[config.mk]
export PLATFORM = sky130hd
export DESIGN_NAME = rom_port_arbiter
export DESIGN_NICKNAME = d
export VERILOG_FILES = /design/src/rtl/rom_port_arbiter.sv
export SDC_FILE = /design/constraint.sdc
export NUM_CORES = 1
export LEC_CHECK = 0
export ABC_AREA = 0
export ABC_CLOCK_PERIOD_IN_PS = 1750
export BUFFER_PORTS_ARGS = -buffer_cell sky130_fd_sc_hd__buf_2
export CAP_MARGIN = 20
export CORE_AREA = 4 4 73 75
export DETAILED_ROUTE_END_ITERATION = 10
export DIE_AREA = 0 0 77 79
export GPL_TIMING_DRIVEN = 0
export PLACE_DENSITY_LB_ADDON = 0.12
export SYNTH_ARGS = -nofsm -noshare
export SYNTH_HDL_FRONTEND = slang
export SYNTH_SLANG_ARGS = --single-unit
[constraint.sdc]
create_clock -name clk -period 1.75 [get_ports clk]
set_input_delay 0.35 -clock clk [delete_from_list [all_inputs] [get_ports clk]]
set_output_delay 0.35 -clock clk [all_outputs]
set_load 0.005 [all_outputs]
[src/rtl/rom_port_arbiter.sv]
// rtl/rom_port_arbiter.sv - round-robin arbiter sharing one ROM read port between fetch (F) and data (D)
module rom_port_arbiter #(
    parameter int DATA_W  = 14,
    parameter int ADDR_W  = 12,
    parameter int ROM_LAT = 2
) (
    input  logic              clk,
    input  logic              reset,
    input  logic              pause,
    input  logic              f_flush,
    input  logic              f_req,
    input  logic [ADDR_W-1:0] f_addr,
    output logic              f_gnt,
    output logic              f_rvalid,
    output logic [DATA_W-1:0] f_rdata,
    input  logic              d_req,
    input  logic [ADDR_W-1:0] d_addr,
    output logic              d_gnt,
    output logic              d_rvalid,
    output logic [DATA_W-1:0] d_rdata,
    output logic              rom_rd,
    output logic [ADDR_W-1:0] rom_addr,
    input  logic [DATA_W-1:0] rom_data,
    output logic              busy
);

    // Requester ids carried in the tag pipeline; the pointer uses the same encoding.
    localparam logic ID_F = 1'b0;
    localparam logic ID_D = 1'b1;

    logic              ptr;
    logic              f_ok;
    logic              accept;
    logic              gnt_id;
    logic [ROM_LAT:0]  tag_v;
    logic [ROM_LAT:0]  tag_id;
    logic              last_v;
    logic              last_id;

    // A fetch request is ignored while a branch flush is in progress.
    assign f_ok    = f_req && !f_flush;
    assign accept  = f_gnt || d_gnt;
    assign gnt_id  = d_gnt ? ID_D : ID_F;
    assign last_v  = tag_v[ROM_LAT];
    assign last_id = tag_id[ROM_LAT];
    assign busy    = rom_rd || (|tag_v);

    // Combinational grant: pause blocks all, pointer breaks ties, at most one grant.
    always_comb begin
        f_gnt = 1'b0;
        d_gnt = 1'b0;
        if (!pause) begin
            if (f_ok && (!d_req || ptr == ID_F)) begin
                f_gnt = 1'b1;
            end else if (d_req) begin
                d_gnt = 1'b1;
            end
        end
    end

    // Register the ROM strobe/address and rotate the pointer away from the winner.
    always_ff @(posedge clk or negedge reset) begin
        if (!reset) begin
            rom_rd   <= 1'b0;
            rom_addr <= '0;
            ptr      <= ID_F;
        end else begin
            rom_rd <= accept;
            if (accept) begin
                rom_addr <= d_gnt ? d_addr : f_addr;
                ptr      <= ~gnt_id;
            end
        end
    end

    // Tag shift register; stage ROM_LAT lines up with valid rom_data. Flush kills F tags in flight.
    always_ff @(posedge clk or negedge reset) begin
        if (!reset) begin
            tag_v  <= '0;
            tag_id <= '0;
        end else begin
            tag_v[0]  <= accept;
            tag_id[0] <= gnt_id;
            for (int k = 1; k <= ROM_LAT; k++) begin
                tag_v[k]  <= tag_v[k-1] && !(f_flush && tag_id[k-1] == ID_F);
                tag_id[k] <= tag_id[k-1];
            end
        end
    end

    // Steer returning data to its requester; a fetch reaching the end during a flush is dropped.
    always_ff @(posedge clk or negedge reset) begin
        if (!reset) begin
            f_rvalid <= 1'b0;
            d_rvalid <= 1'b0;
            f_rdata  <= '0;
            d_rdata  <= '0;
        end else begin
            f_rvalid <= last_v && last_id == ID_F && !f_flush;
            d_rvalid <= last_v && last_id == ID_D;
            if (last_v && last_id == ID_F && !f_flush) begin
                f_rdata <= rom_data;
            end
            if (last_v && last_id == ID_D) begin
                d_rdata <= rom_data;
            end
        end
    end

endmodule
# Word-level counts from Yosys, hierarchy flattened
# Index checks and enable logic that the tools add are counted.
dict set report totals {
  ff_bits 50
  input_bits 44
  output_inout_bits 46
  word_cells 38
}
dict set report classes {
  muxes 7
  bitwise_logic 5
  n_reduce_logical 17
}
# operator count
set ops {}
lappend ops {{$mux 12} 1}
lappend ops {{$logic_and 1x1->1} 9}
lappend ops {{$mux 1} 6}
lappend ops {{$not 1->1} 5}
lappend ops {{$logic_not 1->1} 4}
lappend ops {{$logic_or 1x1->1} 3}
lappend ops {{$reduce_or 3->1} 1}

# Longest topological paths before layout
# Gate-level depths: netlist (run 1).
dict set report logic_depth {
  word_depth 7
  mapped_depth 4
  mapped_depth_nobuf 3
}

# Worst setup path before layout (run 1)
# No wires, ideal clock.
dict set report synth_timing {
  kind {register to register}
  start {register tag_id[2]}
  end {register f_rdata[10]}
  arrival_time_ps 1234
  setup_slack_ps 391
  path_stages_with_launch 4
  n_path_buf 1
  synth_period_minus_slack_ps 1359
  cell_sequence {dfrtp_1 -> nor3b_2 -> buf_6 -> mux2_2}
}
dict set report synth_via {
  elab_chain_cells 3
}
# element line_no
set synth_lines {}
lappend synth_lines {{start, declared} 36} ;# logic [ROM_LAT:0] tag_id;
lappend synth_lines {{start signal, assigned by index} 86} ;# tag_id[k] <= tag_id[k-1];
lappend synth_lines {{$not 1->1} 101} ;# if (last_v && last_id == ID_F && !f_flush) begin
lappend synth_lines {{$logic_and 1x1->1 (2 in series)} 101}
lappend synth_lines {{end signal, assigned} 102} ;# f_rdata <= rom_data;
lappend synth_lines {{end, declared} 15} ;# output logic [DATA_W-1:0] f_rdata,
# No other way between the ends.
# A chain may end at the register's enable or synchronous reset.

# Worst setup path after layout (run 1)
dict set report layout_timing {
  start {register ptr}
  end {output d_gnt}
}
dict set report layout_via {
  elab_chain_cells 5
}
# element line_no
set layout_lines {}
lappend layout_lines {{start, declared} 31} ;# logic ptr;
lappend layout_lines {{start signal, assigned} 71} ;# ptr <= ~gnt_id;
lappend layout_lines {{$not 1->1} 53} ;# if (f_ok && (!d_req || ptr == ID_F)) begin
lappend layout_lines {{$logic_or 1x1->1} 53}
lappend layout_lines {{$logic_and 1x1->1} 53}
lappend layout_lines {{$mux 1} 53}
lappend layout_lines {{$mux 1} 52} ;# if (!pause) begin
lappend layout_lines {{end, declared} 18} ;# output logic d_gnt,
# No other way between the ends.

==> metrics.md, run 1 <==
| Metric | Value |
|---|---|
| Final ANT Viol Nets | `0` |
| Vias in the first global route | `1684` |
| Bufs on Longest Clock Path | `2` |
| FFs w/ async S/R, synth | `100.0%` |
| Slew Limit Headroom | `65.85%` |
| Die width | `between 70 and 80 um` |
| Syn nets | `210` |
| Clk sinks | `~50` |
| Cell Int Power | `2.350 mW` |
| Full die area | `slightly above 6000 um^2` |
| Clock Power Share | `30.3%` |
| Worst hold path type | `in -> async` |
| Post-route insts no fill | `320` |
| Routed vias | `1633` |
| Gr usage total | `16.02%` |
| Yosys cell types | `23` |
| Cell taking the most area after synthesis | `dfrtp_1` |
| Most common cell after layout, fill and taps aside | `buf_2` |
| Sw Share | `between 20% and 30%` |
| Reg2Reg Depth | `3` |
| Post-Syn Area | `2191 um^2` |
| Pre-antenna DRT Iters | `4` |
| Synth area leaders | `dfrtp_1 (56%), mux2_2 (14%), a221oi_2 (6.9%)` |
| Cell family with most CP delay | `flip-flops` |
| Drt drc | `0` |
| FMAX | `0.5987 GHz` |
| Placeable Area | `4661 um^2` |
| Final Util | `62.04%` |
| Critical-path cell list | `nor3b_2 > clkbuf_8 > nor2_1 > buf_2` |
| Worst-margin pin slew | `510.0 ps` |
| Maximum VDD drop | `0.4005 mV` |
| CTS tree | `built` |
| Crit path kind | `reg -> out` |
| Vias per Instance | `5.103` |
| Gpl congestion | `0.8333` |
| Post-synth EDFFs | `0` |
| Comb pwr share | `22.4%` |
| Diode count | `0` |
| Flop-to-flop setup slack | `240 ps` |
| Worst Path Arrival | `approximately 1300 ps` |
| Total CTS buffers | `5` |
| Most frequent cells in the layout | `buf_2 (94), dfrtp_1 (49), mux2_2 (28)` |
| Inst Count DP | `approximately 310` |
| Largest stage delay, worst path | `430 ps` |
| Worst r2r src | `tag_id[2]` |
| Antenna violations before repair | `0` |
| Critical Path Source Type | `register` |
| Ratio of total power to cell area | `1085 nW/um^2` |
| CP required | `1400 ps` |
| Drt wl/cell | `14.37 um` |
| I/O pins | `90` |
| Htree depth | `2` |
| Hold WS | `13.23 ps` |
| Worst Setup End Kind | `primary output` |
| Switch Pwr | `0.7861 mW` |
| P_leak | `1.498 nW` |
| Synth top area share | `55.97%` |
| CTS clk-pin slew, worst paths | `about 90 ps` |
| Ys flop type | `dfrtp_1` |
| Initial drt markers | `54` |
| Final worst-path cycle share | `95.45%` |
| FF+latch count, synth | `49` |
| Pin count of the biggest net entering global routing | `50` |
| Initial core utilization | `47.01%` |
| Tmin final | `1670 ps` |
| Skew-Pair Late Insertion Delay | `300 ps` |
| Run status | `complete, no violations` |
| Fin. Hold Viols | `0` |
| Clock skew | `slightly below 2 ps` |
| Crit-path max FO | `4` |
| Critical Path Slowest Stage Cell | `dfrtp_1` |
| Count of pins over their slew limit | `0` |
| Final setup fails | `0` |
| Routed WL | `4599 um` |
| First-pass GRT wire length | `7914 um` |
| Grt ovf | `0` |
| Final HPWL DP | `3567 um` |
| Setup TNS Final | `0 ps` |
| Sequential share of power | `roughly 47%` |
| Net count, final | `about 310` |
| YS warnings | `0` |
| Die height | `79 um` |
| Crit path buffers/inverters | `2` |
| Ratio of cells with drive above 1 in the final layout | `56.77%` |
| Sequential share of the synthesized area | `55.97%` |
| Reg2Reg Capture Point | `f_rdata[4]` |
| Maxcap violations | `0` |
| Synth-to-layout area growth | `31.98%` |
| Root buf cell | `clkbuf_8` |
| RSZ-0062 raised after global routing | `false` |
| Syn_area_per_cell | `around 13 um^2` |
| Row Count | `25` |
| Number of port buffers | `89` |
| Post-Synthesis Cells | `166` |
-- Yosys cell counts (2+ instances only) --
| cell | instances |
|---|---|
| dfrtp_1 | 49 |
| mux2_2 | 28 |
| inv_1 | 17 |
| a22oi_1 | 12 |
| and3b_1 | 12 |
| o21ai_0 | 12 |
| a221oi_2 | 10 |
| buf_2 | 5 |
| a21boi_0 | 2 |
| a21o_1 | 2 |
| a221oi_1 | 2 |
| buf_6 | 2 |
| clkbuf_1 | 2 |
| nand2b_1 | 2 |
-- through the flow --
stage               total power, mW  instance area, um^2  setup slack, ps
floorplan                     1.834                 2191            391.4
global placement              2.188                 2704            45.12
detailed placement            2.210                 2704            69.81
CTS                           3.167                 2863            57.72
global route                  3.330                 2892            4.585
finish                        3.137                 2892            79.67
-- kinds of logic after synthesis --
family | synth area share, %
buffers and inverters | 5.996
AO/OA/AOI/OAI | 16.22
AND/OR/NAND/NOR | 7.424
multiplexers | 14.39
flip-flops | 55.97
-- sequential cells by signal (all words and copies together) (netlist names) --
register / cells
d_rdata: 14
f_rdata: 14
rom_addr: 12
tag_id: 3
tag_v: 3
d_rvalid: 1
f_rvalid: 1
ptr: 1
-- layout make-up --
class	instances	area, um^2
fillers	396	1769
flip-flops and latches	49	1226
multi-input cells	89	838.3
repair buffers	92	480.5
plain buffers	11	77.57
clock buffers	5	68.82
clock inverters	3	68.82
well taps	54	67.56
inverters	17	63.81
-- worst max path at each step --
stage | to | start | cells past startpoint | slack (ps)
detailed placement | d_gnt | f_flush | 5 | 70
floorplan | f_rdata[10] | tag_id[2] | 3 | 390
global placement | d_gnt | f_flush | 5 | 50
finish | d_gnt | ptr | 4 | 80
global route | d_gnt | ptr | 4 | 5
CTS | d_gnt | ptr | 4 | 60
-- repair_timing --
action                                  4_1_cts  5_1_grt
pin swaps                                     1        1
endpoints found under the setup margin        1        1
hold buffers                                  0        0
gates resized for setup                       3        2
buffers inserted                              1        1
-- power by group through the flow --
stage	combinational, mW	clock, mW	sequential, mW
final	0.703	0.952	1.48
after global routing	0.781	1.03	1.52
after CTS	0.709	0.974	1.48
after detailed placement	0.703	0	1.51
after global placement	0.689	0	1.50
after floorplan	0.310	0	1.52
-- layer usage --
layer,GRT usage (%),vias up,wire length [um]
li1,-,800,-
met1,20.13,768,2004
met2,27.18,61,2220
met3,3.968,4,328
met4,5.338,0,45
met5,0,-,0
No activity file was read; power rests on OpenSTA's default activity.
==> run 2, diff against run 1 <==
--- a/config.mk
+++ b/config.mk
@@ -5,11 +5,12 @@
 export SDC_FILE = /design/constraint.sdc
 export NUM_CORES = 1
 export LEC_CHECK = 0
-export ABC_AREA = 0
+export ABC_AREA = 1
 export ABC_CLOCK_PERIOD_IN_PS = 1750
 export BUFFER_PORTS_ARGS = -buffer_cell sky130_fd_sc_hd__buf_2
-export CAP_MARGIN = 20
+export CAP_MARGIN = 10
 export CORE_AREA = 4 4 73 75
+export CTS_CLUSTER_SIZE = 30
 export DETAILED_ROUTE_END_ITERATION = 10
 export DIE_AREA = 0 0 77 79
 export GPL_TIMING_DRIVEN = 0
==> metrics.md, run 2 <==
| Metric | Value |
|---|---|
| Final setup fails | `0` |
| Skew-Pair Late Insertion Delay | `300 ps` |
| Worst Path Arrival | `1290 ps` |
| Post-synth EDFFs | `0` |
| Die width | `77 um` |
| Yosys cell types | `19` |
| Vias per Instance | `4.618` |
| Bufs on Longest Clock Path | `2` |
| CTS clk-pin slew, worst paths | `90 ps` |
| # hold bufs at CTS | `0` |
| Row Count | `25` |
| Slew Limit Headroom | `between 20% and 30%` |
| Full die area | `6083 um^2` |
| Synth-to-layout area growth | `30.77%` |
| Routed WL | `about 4700 um` |
| Synth top area share | `56.58%` |
| Worst-margin pin slew | `1069 ps` |
| RSZ-0062 raised after global routing | `false` |
| Critical Path Slowest Stage Cell | `dfrtp_1` |
| Crit-path max FO | `10` |
| Syn nets | `287` |
| Ys flop type | `dfrtp_1` |
| Most common cell after layout, fill and taps aside | `buf_2` |
| Drt wl/cell | `11.94 um` |
| Antenna violations before repair | `0` |
| Cell Int Power | `2.287 mW` |
| Placeable Area | `4661 um^2` |
| Comb pwr share | `22.2%` |
| Ratio of total power to cell area | `1104 nW/um^2` |
| Flop-to-flop setup slack | `540 ps` |
| FFs w/ async S/R, synth | `100.0%` |
| Initial drt markers | `just over 80` |
| Synth top cells by count | `nand2_1 (67), dfrtp_1 (49), inv_1 (45)` |
| Syn_area_per_cell | `~9 um^2` |
| Post-Syn Area | `between 2000 and 2500 um^2` |
| CTS tree | `built` |
| Initial core utilization | `46.50%` |
| Critical Path Source Type | `register` |
| Synth area leaders | `dfrtp_1 (57%), nand2_1 (12%), inv_1 (7.8%)` |
| Pin count of the biggest net entering global routing | `50` |
| Final worst-path cycle share | `93.77%` |
| Critical-path cell list | `nand2_2 > nand3_4 > nand2_4 > buf_6 > inv_1 > buf_2` |
| Pre-antenna DRT Iters | `4` |
| Most numerous cell in the Yosys netlist | `nand2_1` |
| Ratio of cells with drive above 1 in the final layout | `38.12%` |
| Worst hold path type | `in -> async` |
| Maxcap violations | `0` |
| Net count, final | `384` |
| Setup TNS Final | `0 ps` |
| Final ANT Viol Nets | `0` |
| Tmin final | `about 1600 ps` |
| Clock Power Share | `30.0%` |
| Worst Setup End Kind | `primary output` |
| Root buf cell | `clkbuf_8` |
| Routed vias | `1824` |
| Top Registers | `d_rdata (14), f_rdata (14), rom_addr (12)` |
| Sw Share | `26.90%` |
| Largest stage delay, worst path | `slightly below 400 ps` |
| Grt ovf | `0` |
| Count of pins over their slew limit | `0` |
| First-pass GRT wire length | `about 7900 um` |
| Clk sinks | `49` |
| Die height | `79 um` |
| Run status | `complete, no violations` |
| Htree depth | `2` |
| FF+latch count, synth | `49` |
| Vias in the first global route | `between 1500 and 2000` |
| Gpl congestion | `between 0.7 and 0.8` |
| FMAX | `0.6094 GHz` |
| Number of port buffers | `89` |
| P_leak | `1.707 nW` |
| Most frequent cells in the layout | `buf_2 (92), nand2_1 (67), dfrtp_1 (49)` |
| Switch Pwr | `about 0.84 mW` |
| Maximum VDD drop | `0.3920 mV` |
| Post-Synthesis Cells | `243` |
| CP required | `1400 ps` |
| Crit path kind | `reg -> out` |
| Fin. Hold Viols | `0` |
| YS warnings | `0` |
| Cell taking the most area after synthesis | `dfrtp_1` |
| Gr usage total | `16.14%` |
| Sequential share of power | `47.8%` |
| Diode count | `0` |
| Number of fill cells | `between 400 and 500` |
| Drt drc | `0` |
| Total CTS buffers | `5` |
| Sequential share of the synthesized area | `56.58%` |
| Hold WS | `245.5 ps` |
| Clock skew | `roughly 4 ps` |
| I/O pins | `90` |
| Final HPWL DP | `3469 um` |
[run 2: cell types whose count changed in the layout (fill, tap and decap cells not counted), sizes merged, moves of 5 or more]
cell    previous run  this run
o21ai             12        28
mux2              28         0
nand2              1        72
a221oi            12         0
nor2               1         6
a22oi             12         0
nand3              0        27
inv               18        50
and3b             12         0
[run 2: layer usage]
| layer | global-route usage (%) | up-vias | part of all wire [%] |
|---|---|---|---|
| met5 | 0 | - | 0 |
| met4 | 4.448 | 0 | 1.1 |
| met3 | 3.515 | 7 | 7.4 |
| met2 | 27.09 | 68 | 47 |
| met1 | 21.24 | 826 | 45 |
| li1 | - | 923 | - |
[run 2: through the flow]
step           cell area (um^2)  cells  power [mW]  worst slack, ps  util, %
2_1_floorplan              2167    243       1.838            556.9        -
3_3_place_gp               2680    386       2.200            255.1    57.50
3_5_place_dp               2680    386       2.223            260.2    57.50
4_1_cts                    2814    394       3.168            29.38    60.38
5_1_grt                    2834    395       3.340            16.30    60.81
6_report                   2834    395       3.128            109.1    60.81
[run 2: cells by family (layout without fill, tap and decap cells)]
family / Yosys count / in the layout / share of synthesized area [%]
DFF: 49 / 49 / 56.58
AOI/OAI and AO/OA: 28 / 28 / 6.466
buffers and inverters: 61 / 159 / 13.16
and+or+nand+nor: 105 / 105 / 23.79
[run 2: final timing paths]
kind                        startpoint            to  depth (start not counted)
max in group asynchronous        reset   rom_addr[0]                          1
min in group clk           rom_data[9]    f_rdata[9]                          3
min reg2reg                  tag_id[1]     tag_id[2]                          0
min                              reset    d_rdata[2]                          1
max reg2reg                        ptr  rom_addr[11]                          8
max                                ptr         d_gnt                          6
[run 2: timing repair]
action | CTS | global route
setup buffers | 0 | 1
resized for setup | 0 | 2
endpoints found under the setup margin | 0 | 1
[run 2: worst max-delay path, delay by kind of cell, from the launching register on]
kind,cells,cell delay [ps]
flip-flops,1,390
AND/OR/NAND/NOR,3,290
buffers and inverters,3,310
[run 2: power by group through the flow]
stage               Sequential [mW]  Combinational [mW]  Clock, mW
finish                         1.50               0.694      0.938
floorplan                      1.54               0.297          0
global route                   1.53               0.792       1.02
global placement               1.52               0.684          0
detailed placement             1.52               0.705          0
CTS                            1.50               0.704      0.965
[run 2: final cells by class]
type / instances / area [um^2] / share of cell area, %
inverter: 50 / 190.2 / 6.711
clock buffer: 5 / 68.82 / 2.428
multi-input combinational: 133 / 668.1 / 23.58
sequential: 49 / 1226 / 43.27
clock inverter: 3 / 65.06 / 2.296
timing repair buffer: 90 / 452.9 / 15.98
buffer: 11 / 95.09 / 3.355
tap: 54 / 67.56 / 2.384
